### config.mk
export PLATFORM = sky130hd
export DESIGN_NAME = iddr_deser_bank
export DESIGN_NICKNAME = d
export VERILOG_FILES = /design/src/rtl/iddr_deser_bank.sv
export SDC_FILE = /design/constraint.sdc
export NUM_CORES = 1
export LEC_CHECK = 0
export ABC_AREA = 1
export BUFFER_PORTS_ARGS = -buffer_cell sky130_fd_sc_hd__buf_4
export CORE_ASPECT_RATIO = 0.8
export CORE_MARGIN = 2
export CORE_UTILIZATION = 54
export CTS_BUF_LIST = sky130_fd_sc_hd__clkbuf_16
export CTS_CLUSTER_SIZE = 12
export DETAILED_ROUTE_END_ITERATION = 6
export PLACE_DENSITY_LB_ADDON = 0.15
export SYNTH_ARGS = -nofsm -noshare
export SYNTH_HDL_FRONTEND = slang
export SYNTH_SLANG_ARGS = --single-unit
### constraint.sdc
create_clock -name C -period 2.2 [get_ports C]
set_input_delay 0.44 -clock C [delete_from_list [all_inputs] [get_ports C]]
set_output_delay 0.44 -clock C [all_outputs]
set_load 0.02 [all_outputs]
### src/rtl/iddr_deser_bank.sv
// iddr_deser_bank: multi-lane SDR/DDR input deserializer.
// Each lane shifts in 1 or 2 pre-captured bits per clock and frames them
// MSB-first into DATA_WIDTH-bit words. A per-lane bitslip moves the word
// boundary. A single strobe marks the cycle in which all lanes present new words.
module iddr_deser_bank #(
  parameter int LANES         = 1,
  parameter int DATA_WIDTH    = 8,
  parameter     DATA_RATE     = "DDR",
  parameter bit IS_C_INVERTED = 1'b0
) (
  input  logic                        C,
  input  logic                        R,
  input  logic                        CE,
  input  logic [LANES-1:0]            D,
  input  logic [LANES-1:0]            DB,
  input  logic [LANES-1:0]            BITSLIP,
  output logic [LANES*DATA_WIDTH-1:0] Q,
  output logic                        Q_VALID
);

  localparam int W     = DATA_WIDTH;
  localparam int B     = (DATA_RATE == "SDR") ? 1 : 2;
  localparam int N     = W / B;
  localparam int CNT_W = (N > 1) ? $clog2(N) : 1;
  localparam int OFF_W = (W > 1) ? $clog2(W) : 1;
  // The capture window never reaches past bit 2W-2 of the post-shift
  // history, so only the bits that can still land in a window are stored.
  localparam int WIN_W  = 2 * W - 1;
  localparam int HIST_W = WIN_W - B;

  localparam logic [CNT_W-1:0] CNT_LAST = CNT_W'(N - 1);
  localparam logic [OFF_W-1:0] OFF_LAST = OFF_W'(W - 1);

  // Every register in the block shares this edge, so inverting C here moves
  // the whole deserializer onto the falling edge.
  logic clk_int;
  assign clk_int = C ^ IS_C_INVERTED;

  logic [CNT_W-1:0] cnt;
  logic             capture;

  assign capture = CE && (cnt == CNT_LAST);

  // Shared word counter and the word-valid strobe.
  always_ff @(posedge clk_int) begin
    if (R) begin
      cnt     <= '0;
      Q_VALID <= 1'b0;
    end else begin
      Q_VALID <= capture;
      if (CE) begin
        cnt <= (cnt == CNT_LAST) ? '0 : cnt + 1'b1;
      end
    end
  end

  for (genvar i = 0; i < LANES; i++) begin : g_lane
    logic [HIST_W-1:0] hist;
    logic [WIN_W-1:0]  hist_next;
    logic [OFF_W-1:0]  off;
    logic              lock;
    logic [W-1:0]      word;
    logic              slip_ok;

    if (B == 2) begin : g_ddr
      assign hist_next = {hist, D[i], DB[i]};
    end else begin : g_sdr
      logic unused_db;
      assign unused_db = DB[i];
      assign hist_next = {hist, D[i]};
    end

    // lock limits a lane to one accepted slip per word period.
    assign slip_ok = CE && BITSLIP[i] && !lock;

    // Per-lane history, alignment offset, slip lock and captured word.
    always_ff @(posedge clk_int) begin
      if (R) begin
        hist <= '0;
        off  <= '0;
        lock <= 1'b0;
        word <= '0;
      end else if (CE) begin
        hist <= hist_next[HIST_W-1:0];
        if (capture) begin
          word <= hist_next[off +: W];
        end
        if (slip_ok) begin
          off <= (off == OFF_LAST) ? '0 : off + 1'b1;
        end
        if (capture) begin
          lock <= 1'b0;
        end else if (slip_ok) begin
          lock <= 1'b1;
        end
      end
    end

    assign Q[i*W +: W] = word;
  end

endmodule

==> reports/qor.yml <==
yosysSeqAreaShare_pct: 39.6
synth_fa_ha_area_share_pct: 2.65
fillers: 248
place_ws_ns: 0.697
drt-initial-drc-count: 47
dr_total_vias: 1323
synthesis.area_mm2: 0.00141
die_h_um: 49.8
grt.total_usage_pct: 21.2
ys_top_cells_by_area: "dfxtp_1, nand2_1, nand3_1, o21ai_0, a21oi_1"
rr_worst_depth: 5
io_pins: 15
synth_cell_type_count: 21
skew_ns: 0.00117
first_global_vias: 1170
cap_violations: 0
leakage_nw: 0.751
synth_top_family_by_area: "simple AND/OR/NAND/NOR gates"
period_share_pct: 69.5
grt.overflow.total: 0
totalWireLength_mm: 2.90
finalHoldViolations: 0
holdPathStages: 2
synth_top_area_share_pct: 39.6
synth-simple-area-share_pct: 38.1
ctsHtreeMaxLevel: 1
portBuffers: 14
tritoncts_num_sinks: 28
avgSynthCellArea_um2: 6.83
wire_per_inst_um: 11.6
synth_compound_area_share_pct: 10.3
clkTransAtPathRegs_ns: 0.06
worstSetupPathType: "register to register"
die-width_um: 61.2
gp_congestion: 0.805
grt_pass1_wl_mm: 4.94
grt_antenna_before_repair: 0
dieArea_mm2: 0.00305
drv_slew: 0
core_area_mm2: 0.00246
cpMostUsedCell: "ha_1"
cts-buffers-inserted: 3
synth_mux_area_share_pct: 0
period_minus_slack_ns: 1.53
tightest_slew_ns: 0.622
ant_nets: 0
drtPass1Iterations: 5
crit_path_cell_trace: "ha_1, ha_1, nor2_1, o21ai_0, a21oi_1"
clk_latency_ns: 0.26
postCtsHoldBufs: 0
cts_resized: 0
critical_path_peak_fanout: 17
rows: 16
p_total_w: 0.00113
status: "finished clean"
synth_edf_count: 0
drc_errors: 0
syn2layout_area_growth_pct: 10.3
clock_path_buffers: 2
cts_tree: "done"
synth_seq_cells: 28
cpMaxStageDelayCell: "dfxtp_1"
tns_ns: 0
nets: 225
yosys.area.top_type: "dfxtp_1"
cts-root-buf: "clkbuf_16"
crit_required_ns: 2.34
crit_path_end_kind: "register"
dp_hpwl_mm: 2.18
setup_viol: 0
synth_common_cells: "nand2_1, dfxtp_1, nand3_1, nor2_1, o21ai_0"
yosysWarningCount: 0
via_per_inst: 5.29
grt_max_degree: 20
hold_class: "input pin to register"
diodes: 0
async_reset_ff_share_pct: 0
hold-worst-slack_ns: 0.396
ir_worst_vdd_uv: 634
cp-start-kind: "register"
drive_gt1_share_pct: 14.0
pwr_density_cell_mw_per_mm2: 722
start_util_pct: 57.4
timing.fmax_ghz: 0.654
slew-limit-headroom_pct: 58.5
synth_most_common_cell: "nand2_1"
slowest_delay_ns: 0.72
synth_cells: 207
setup_ws_ns: 0.671
synth-main-ff-cell: "dfxtp_1"
postCtsSetupBuffers: 0
rsz0062_at_grt: "no"
synthesis.nets: 216
post_synth_xor_area_fraction_pct: 0.619
worstPathArrival_ns: 1.67
-- area by class of cell --
cell class	instances	area [um^2]	area share [%]
clock buffers	3	75.1	4.82
inverters	10	42.5	2.73
multi-input cells	159	731	46.9
flip-flops and latches	28	561	36.0
well taps	36	45.0	2.89
repair buffers	14	105	6.74
-- worst max-delay path: cells and delay by family (launching register included) --
family / cells / cell delay, ns
AOI/OAI and AO/OA: 2 / 0.25
adders and majority gates: 2 / 0.40
DFF: 1 / 0.72
and+or+nand+nor: 1 / 0.04
-- cells in the final DEF, fill, tap and decap left out, drive strengths merged --
cell type | netlist | routed
ha | 3 | 3
dfxtp | 28 | 28
o21ai | 17 | 17
inv | 10 | 10
nand3 | 26 | 26
a21oi | 12 | 12
xnor2 | 1 | 1
clkbuf | 0 | 3
nor2 | 16 | 16
nand3b | 1 | 1
buf | 10 | 14
nand2 | 83 | 83
-- flip-flops by register name (all words and copies together), names as in the netlist --
signal and count:
cnt 2, g_lane.hist 13, Q 8, Q_VALID 1, g_lane.off 3, g_lane.lock 1
-- cells by family (layout without fill, tap and decap cells) --
| logic type | Yosys count | in the layout |
|---|---|---|
| adders and majority gates | 3 | 3 |
| xor gates and xnor gates | 1 | 1 |
| AOI/OAI and AO/OA | 29 | 29 |
| buffers and inverters | 20 | 27 |
| DFF | 28 | 28 |
| and+or+nand+nor | 126 | 126 |
-- worst paths after layout --
kind	end	from	slack (ns)
worst min register to register	Q[0]	Q[0]	0.45
worst max register to register	g_lane[0].off[0]	g_lane[0].off[0]	0.67
worst min-delay path	Q_VALID	R	0.40
worst max-delay path	g_lane[0].off[0]	g_lane[0].off[0]	0.67
-- report_power, final --
| group | internal, W | switching [W] |
|---|---|---|
| registers | 0.000534 | 0.0000341 |
| logic | 0.0000597 | 0.0000989 |
| clock network | 0.000241 | 0.000158 |
| total | 0.000835 | 0.000291 |
-- layer usage --
metal / up-vias / share of wire (%) / global-route usage, %
li1: 685 / - / -
met1: 612 / 45 / 27.1
met2: 24 / 50 / 36.0
met3: 2 / 4.1 / 5.51
met4: 0 / 0.38 / 3.26
met5: - / 0 / 0
-- through the flow --
| step | instance area [um^2] | cells | util, % |
|---|---|---|---|
| CTS | 1560 | 250 | 63.3 |
| floorplan | 1410 | 207 | - |
| finish | 1560 | 250 | 63.3 |
| global route | 1560 | 250 | 63.3 |
| detailed placement | 1480 | 247 | 60.3 |
| global placement | 1480 | 247 | 60.3 |
(Power assumes the default switching activity.)
